===== config.mk =====
export PLATFORM = sky130hd
export DESIGN_NAME = isp_raw_tpg
export DESIGN_NICKNAME = d
export VERILOG_FILES = /design/src/rtl/isp_pkg.sv /design/src/rtl/isp_lfsr16.sv /design/src/rtl/isp_raw_tpg.sv
export SDC_FILE = /design/constraint.sdc
export NUM_CORES = 1
export LEC_CHECK = 0
export ABC_CLOCK_PERIOD_IN_PS = 5300
export CORE_MARGIN = 8
export CORE_UTILIZATION = 30
export DETAILED_ROUTE_END_ITERATION = 16
export GPL_TIMING_DRIVEN = 0
export SETUP_SLACK_MARGIN = 0.4
export SLEW_MARGIN = 25
export SYNTH_ARGS = -nofsm -noshare
export SYNTH_HDL_FRONTEND = slang
export SYNTH_SLANG_ARGS = --single-unit

===== constraint.sdc =====
create_clock -name pclk -period 5.3 [get_ports pclk]
set_input_delay 1.06 -clock pclk [delete_from_list [all_inputs] [get_ports pclk]]
set_output_delay 1.06 -clock pclk [all_outputs]
set_load 0.005 [all_outputs]

===== src/rtl/isp_pkg.sv =====
// Shared codes for the ISP raw pixel-stream blocks: patterns, CFA channels,
// generator FSM states and the LFSR used for noise and dithering.
package isp_pkg;

    localparam logic [1:0] PAT_FLAT  = 2'd0;
    localparam logic [1:0] PAT_RAMP  = 2'd1;
    localparam logic [1:0] PAT_BARS  = 2'd2;
    localparam logic [1:0] PAT_NOISE = 2'd3;

    localparam logic [1:0] CH_B  = 2'd0;
    localparam logic [1:0] CH_GB = 2'd1;
    localparam logic [1:0] CH_GR = 2'd2;
    localparam logic [1:0] CH_R  = 2'd3;

    localparam logic [2:0] ST_IDLE   = 3'd0;
    localparam logic [2:0] ST_VSYNC  = 3'd1;
    localparam logic [2:0] ST_VBACK  = 3'd2;
    localparam logic [2:0] ST_ACTIVE = 3'd3;
    localparam logic [2:0] ST_VFRONT = 3'd4;

    localparam logic [15:0] LFSR_SEED = 16'hACE1;
    localparam logic [15:0] LFSR_TAPS = 16'hB400;

    // Galois form, shifting right, feedback from the bit shifted out
    function automatic logic [15:0] lfsr_step(input logic [15:0] s);
        return s[0] ? ((s >> 1) ^ LFSR_TAPS) : (s >> 1);
    endfunction

endpackage


===== src/rtl/isp_lfsr16.sv =====
// 16-bit Galois LFSR with seed load and step enable.
// A same-cycle load and advance yields the seed already stepped once.
module isp_lfsr16
    import isp_pkg::*;
(
    input  logic        clk,
    input  logic        rst,
    input  logic        load,
    input  logic        advance,
    output logic [15:0] state
);

    logic [15:0] base;

    assign base = load ? LFSR_SEED : state;

    always_ff @(posedge clk) begin
        if (rst) begin
            state <= LFSR_SEED;
        end else begin
            state <= advance ? lfsr_step(base) : base;
        end
    end

endmodule


===== src/rtl/isp_raw_tpg.sv =====
// Bayer raw test-pattern generator driving the href/vsync/raw pixel stream.
// Counters hold the cycle currently on the outputs; outputs register the next one.
module isp_raw_tpg
    import isp_pkg::*;
#(
    parameter int BITS     = 8,
    parameter int WIDTH    = 1280,
    parameter int HEIGHT   = 960,
    parameter int BAYER    = 0,
    parameter int H_BLANK  = 160,
    parameter int VS_LINES = 2,
    parameter int VB_LINES = 20,
    parameter int VF_LINES = 4
) (
    input  logic            pclk,
    input  logic            rst,
    input  logic            enable,
    input  logic [1:0]      pattern,
    output logic            out_href,
    output logic            out_vsync,
    output logic [BITS-1:0] out_raw,
    output logic [15:0]     frame_cnt
);

    localparam int LINE = WIDTH + H_BLANK;
    localparam int HW   = $clog2(LINE);
    localparam int SEG  = WIDTH / 8;
    localparam int SW   = (SEG > 1) ? $clog2(SEG) : 1;
    localparam logic [1:0] BAY = BAYER[1:0];

    logic [2:0]      st, ns;
    logic [HW-1:0]   h_cnt, nh;
    logic [15:0]     line_cnt, nl;
    logic [SW-1:0]   seg, nseg;
    logic [2:0]      bar, nbar;
    logic [1:0]      pat, npat;
    logic            start, fdone, nhref;
    logic [15:0]     lfsr_q, noise_val;
    logic [1:0]      ch;
    logic [2:0]      v;
    logic            on;
    logic [BITS-1:0] pix;

    function automatic int lines_of(input logic [2:0] s);
        case (s)
            ST_VSYNC:  return VS_LINES;
            ST_VBACK:  return VB_LINES;
            ST_ACTIVE: return HEIGHT;
            ST_VFRONT: return VF_LINES;
            default:   return 0;
        endcase
    endfunction

    // ST_IDLE as a successor marks the end of a frame
    function automatic logic [2:0] succ(input logic [2:0] s);
        case (s)
            ST_VSYNC:  return ST_VBACK;
            ST_VBACK:  return ST_ACTIVE;
            ST_ACTIVE: return ST_VFRONT;
            default:   return ST_IDLE;
        endcase
    endfunction

    function automatic logic [2:0] skip_empty(input logic [2:0] s);
        logic [2:0] r;
        r = s;
        for (int i = 0; i < 4; i++) begin
            if (r != ST_IDLE && lines_of(r) == 0) r = succ(r);
        end
        return r;
    endfunction

    always_comb begin
        ns    = st;
        nh    = h_cnt;
        nl    = line_cnt;
        start = 1'b0;
        fdone = 1'b0;
        if (st == ST_IDLE) begin
            if (enable) begin
                ns    = skip_empty(ST_VSYNC);
                start = 1'b1;
                nh    = '0;
                nl    = '0;
            end
        end else if (h_cnt == HW'(LINE - 1)) begin
            nh = '0;
            if (int'(line_cnt) == lines_of(st) - 1) begin
                nl = '0;
                ns = skip_empty(succ(st));
                if (ns == ST_IDLE) begin
                    fdone = 1'b1;
                    if (enable) begin
                        ns    = skip_empty(ST_VSYNC);
                        start = 1'b1;
                    end
                end
            end else begin
                nl = line_cnt + 16'd1;
            end
        end else begin
            nh = h_cnt + HW'(1);
        end
    end

    // Bar tracking without a divider: segment counter rolls into bar index
    always_comb begin
        nseg = seg;
        nbar = bar;
        if (nh == '0) begin
            nseg = '0;
            nbar = '0;
        end else if (seg == SW'(SEG - 1)) begin
            nseg = '0;
            nbar = bar + 3'd1;
        end else begin
            nseg = seg + SW'(1);
        end
    end

    assign npat      = start ? pattern : pat;
    assign nhref     = (ns == ST_ACTIVE) && (nh < HW'(WIDTH));
    assign noise_val = start ? LFSR_SEED : lfsr_q;
    assign ch        = {nl[0] ^ BAY[1], nh[0] ^ BAY[0]};
    assign v         = ~nbar;

    always_comb begin
        on = 1'b0;
        unique case (ch)
            CH_R:         on = v[2];
            CH_GB, CH_GR: on = v[1];
            CH_B:         on = v[0];
        endcase
    end

    always_comb begin
        pix = '0;
        unique case (npat)
            PAT_FLAT:  pix[BITS-1] = 1'b1;
            PAT_RAMP:  pix = BITS'(nh);
            PAT_BARS:  pix = {BITS{on}};
            PAT_NOISE: pix = BITS'(noise_val >> (16 - BITS));
        endcase
    end

    isp_lfsr16 u_lfsr (
        .clk     (pclk),
        .rst     (rst),
        .load    (start),
        .advance (nhref),
        .state   (lfsr_q)
    );

    always_ff @(posedge pclk) begin
        if (rst) begin
            st        <= ST_IDLE;
            h_cnt     <= '0;
            line_cnt  <= '0;
            seg       <= '0;
            bar       <= '0;
            pat       <= PAT_FLAT;
            out_href  <= 1'b0;
            out_vsync <= 1'b0;
            out_raw   <= '0;
            frame_cnt <= '0;
        end else begin
            st        <= ns;
            h_cnt     <= nh;
            line_cnt  <= nl;
            seg       <= nseg;
            bar       <= nbar;
            pat       <= npat;
            out_href  <= nhref;
            out_vsync <= (ns == ST_VSYNC);
            out_raw   <= nhref ? pix : '0;
            frame_cnt <= frame_cnt + {15'd0, fdone};
        end
    end

endmodule


## Word-level counts from Yosys, hierarchy flattened

Cells that the tools add are included.

- Bits in registers: 85
- Output and inout bits: 26
- Input port bits: 5
- Word-level logic and storage cells: 151

- Bitwise gates (word level): 3
- Add/sub/neg operators: 6
- Muxes and demuxes: 74
- $lt $le $gt $ge: 1
- Reductions and logical operators: 23
- Equality and inequality tests: 32

Operator list:

| kind | count |
|---|---|
| 32-bit two-way mux | 14 |
| 10-bit one-hot mux with 4 select lines | 5 |
| 32-bit logical NOT | 4 |
| 16-bit two-way mux | 7 |
| 3-bit two-way mux | 27 |
| 3-bit one-hot mux with 3 select lines | 5 |
| 3-bit by 2-bit == test with 1-bit output, second input constant | 11 |
| 11-bit two-way mux | 3 |
| 17-bit by 32-bit == test with 1-bit output | 1 |
| 32-bit by 2-bit subtractor with 32-bit output, second input constant | 1 |
| 7-bit one-hot mux with 3 select lines | 1 |
| 3-bit by 1-bit == test with 1-bit output, second input constant | 6 |
| 16-bit by 1-bit adder with 16-bit output | 1 |
| 16-bit by 1-bit adder with 16-bit output, second input constant | 1 |
| 3-bit == test, second input constant | 5 |
| 3-bit nonzero test | 4 |
| 11-bit by 1-bit adder with 11-bit output, second input constant | 1 |
| 11-bit == test, second input constant | 1 |
| 11-bit logical NOT | 1 |
| 11-bit less-than comparator, second input constant | 1 |
| 1-bit two-way mux | 9 |
| 8-bit by 1-bit adder with 8-bit output, second input constant | 1 |
| 2-bit == test, second input constant | 4 |
| 8-bit == test, second input constant | 1 |
| other kinds (16) | 24 |

## Logic depth before layout (Yosys ltp)

- Word-level depth: 62
- Mapped depth: 18

## Cells and area by module

A second synthesis with hierarchy kept.

- Cell total of the unflattened synthesis: 535
- Area, all modules: 4653.2 µm²

Modules (own cells, without submodules):

| module | times used | cells an instance | area an instance (µm²) |
|---|---|---|---|
| isp_raw_tpg | 1 | 467 | 3997.6 |
| isp_lfsr16 | 1 | 68 | 655.6 |

## Worst setup path before layout

OpenSTA, ideal clock, no wires.

- Path kind: reg2reg
- Start: register st[2]
- End: register out_raw[7]
- Setup time: 0.146 ns
- Stages on the path, launching flop included: 17
- Clock period less this slack: 4.606 ns
- Path slack: 0.694 ns
- Data arrival time: 4.460 ns
- Buffers on the path: 1
- Required time: 5.154 ns
- Cell sequence: dfxtp_1 -> clkbuf_1 -> nand2b_1 -> a21o_1 -> ha_1 -> and2_1 -> ha_1 -> or4_1 -> or4_2 -> o311ai_1 -> nor2_1 -> a21oi_1 -> ha_1 -> nor3_1 -> and4b_1 -> a21oi_1 -> o32ai_2

- Word-level cells in the longest chain between the ends: 58
- Elaborated cells between the ends (all ways): 114
- Those cells by class: add/sub (1); order compare (1); eq/ne (28); mux (62); bitwise (2); reduce/logical (20)

RTL lines:

| item | RTL line | source |
|---|---|---|
| from (decl) | isp_raw_tpg.sv:31 | `logic [2:0] st, ns;` |
| from (signal assigned) | isp_raw_tpg.sv:167 | `st <= ns;` |
| parallel branches: the longest is 58 deep, another holds 32-bit two-way mux | n/a |  |
| to (signal assigned) | isp_raw_tpg.sv:175 | `out_raw <= nhref ? pix : '0;` |
| to (decl) | isp_raw_tpg.sv:21 | `output logic [BITS-1:0] out_raw,` |

Parallel ways; which one is timed is not known. The select of a mux whose other input is x is not followed.
A chain may end at the register's enable or synchronous reset.

## Final worst setup path

- Start: register st[2]
- End: register out_raw[1]

The elaborated chain is that of the path after synthesis.

==> metrics.yaml <==
status: "finished clean"
hold_path_class: "register to register"
synth_cells: 552
antenna_found_initial: 0
cts_tree: "done"
clock_latency_ns: 0.34
area_delta_synth_final_pct: 18.1
drc_errors: 0
crit_path_frequent_cell: "ha_1"
gr-total-overflow: 0
ctsHoldBuffers: 0
fp-row-count: 45
postRouteAntennaNets: 0
ys_warn_count: 0
use_met3_pct: 2.99
cts_max_level: 3
dpl_worst_slack_ns: -0.235
grt.busiest_layer: "met2"
clock_skew_ns: 0.00753
min_period_ns: 4.61
synthArstFlopShare_pct: 0
fin_ws_ns: 0.690
num_antenna_cells: 0
cp.arrival_ns: 4.82
final_cell_mix: "dfxtp_1 (85), nor2_1 (64), a21oi_1 (39)"
syn_area_um2: 4620
yosysUniqueCellTypes: 74
dpl.hpwl_mm: 8.98
grt_usage_pct: 12.5
placed_area_um2: 5150
drt_wl_total_mm: 12.1
cp_num_buf_inv: 0
final_area_um2: 5460
rsz0062_at_grt: "false"
utilization_pct: 36.0
setup_viol_count_final: 0
synth_seq_cells: 85
critPathRequiredTime_ns: 5.51
clkSinkCount: 85
grt_util_met2_pct: 20.8
grt_max_degree: 13
critPathTopFamily: "simple AND/OR/NAND/NOR gates"
slowest_stage: "or4_2"
crit_fanout: 8
peakVddDrop_mv: 0.138
finalPower_mw: 1.32
fill_cells: 1514
seq_area_frac_synth_pct: 36.8
start_util_pct: 30.5
hold_viol: 0
clock-root-buffer: "clkbuf_16"
endpoint_kind: "register"
drt_iter0_markers: 320
gp_congestion: 0.888
fp.dieW_um: 140
grt_pass1_wl_mm: 20.1
viasPerCell: 5.40
first_pass_iters: 5
slew_violations: 0
port_buffers: 29
worst_pin_slew_ns: 0.862
p_leak_nw: 1.80
cp_cell_sequence: "or2b_2 -> a21o_1 -> ha_1 -> and2_1 -> ha_1 -> or4_1 -> or4_2 -> o311ai_4 -> nor2_1 -> a21oi_2 -> ha_1 -> nor3_1 -> and4b_1 -> a21oi_4 -> o22ai_1"
slowest_delay_ns: 0.62
synth_edf_count: 0
synth_flop_cell: "dfxtp_1"
clkTransAtPathRegs_ns: 0.06
start_kind: "register"
final_common_cell: "dfxtp_1"
netlist.area_leader.share_pct: 36.8
criticalPathCategory: "register to register"
avgSynthCellArea_um2: 8.37
cap_violations: 0
max_freq_ghz: 0.217
numCtsBuffers: 9
drive_above_1_share_pct: 8.88
powerDensity_nw_per_um2: 242
finalCritPeriodShare_pct: 87.0
design.die.area_um2: 19600
slew_headroom_pct: 42.1
die_h_um: 140
synth_fp_nets: 569
grt_pass1_vias: 4037
post_drt_wl_per_cell_um: 15.4
core-area_um2: 15100
ios: 31
synth_area_leaders: "dfxtp_1 (37%), nor2_1 (5.2%), a21oi_1 (4.4%), xor2_1 (4.0%), nand3_1 (3.9%)"
globalRouteMet1Util_pct: 15.0
setup_tns_ns: 0
fin_nets: 610
dr_total_vias: 4237
yosysTopAreaCell: "dfxtp_1"
ctsLongestPathBuffers: 2
==> through the flow <==
stage,hold slack [ns],cells
floorplan,0.440,552
global placement,0.445,769
detailed placement,0.458,769
CTS,0.467,784
global route,0.489,785
finish,0.466,785
==> layer usage <==
metal,part of all wire [%],up-vias,routed length [um]
li1,-,2097,-
met1,46,2022,5530
met2,47,93,5700
met3,4.2,25,503
met4,3.1,0,381
met5,0,-,0
==> registers in the layout, summed over array words and instances (netlist names) <==
name and flops:
u_lfsr.state 16, pat 2, h_cnt 11, bar 3, st 3, out_raw 8
line_cnt 16, seg 8, out_vsync 1, frame_cnt 16, out_href 1
==> logic make-up after synthesis <==
logic type,after synthesis,share of synthesized area [%]
AOI/OAI and AO/OA,133,18.2
xor gates and xnor gates,40,7.74
adders and majority gates,12,3.25
buffers and inverters,40,4.44
DFF,85,36.8
muxes,5,1.14
and+or+nand+nor,237,28.4
==> layout make-up <==
cell class,instances,area (um^2),share of cell area (%)
multi-input combinational,427,2750,50.5
sequential,85,1700,31.2
timing repair buffer,30,298,5.46
clock buffer,13,250,4.59
tap,188,235,4.31
buffer,28,164,3.00
inverter,12,45.0,0.825
clock inverter,2,10.0,0.183
==> report_power, final <==
group	switching (mW)	leakage, nW	internal (mW)
Clock	0.244	0.129	0.327
Sequential	0.00304	0.686	0.643
Combinational	0.0691	0.986	0.0366
Total	0.316	1.80	1.01
==> tightest hold or removal path: cells and delay by family (launching register included) <==
family,cells,cell delay (ns)
simple gates,1,0.06
flops,1,0.31
compound gates,1,0.05
==> timing repair <==
action | 4_1_cts | 5_1_grt
pin swaps | 0 | 2
setup buffers | 0 | 1
setup endpoints to repair | 8 | 8
gates resized for setup | 4 | 4
==> synth_stat cells, types with 3 or more instances <==
library cell  number
dfxtp_1           85
nor2_1            64
a21oi_1           41
nand3_1           36
o21ai_0           25
nand2_1           24
xor2_1            21
clkbuf_1          20
nor3_1            18
xnor2_1           18
nand4_1           14
ha_1              12
inv_1             12
a211oi_1          11
o22ai_1           10
and2_1             9
nor4_1             8
o21ai_1            8
or3_1              8
o211ai_1           7
nor2b_1            6
nand2b_1           5
nand3b_1           5
a31oi_1            4
and2b_2            4
and3_1             4
nor3b_1            4
a21boi_0           3
buf_6              3
mux2i_1            3
o31ai_1            3
or4_1              3
==> final timing paths <==
check                  start         endpoint  slack (ns)  cells past startpoint
max reg2reg            st[2]       out_raw[1]        0.69                     15
min          u_lfsr.state[2]  u_lfsr.state[1]        0.47                      2
max                    st[2]       out_raw[1]        0.69                     15
min reg2reg  u_lfsr.state[2]  u_lfsr.state[1]        0.47                      2
No activity file was read; power rests on OpenSTA's default activity.
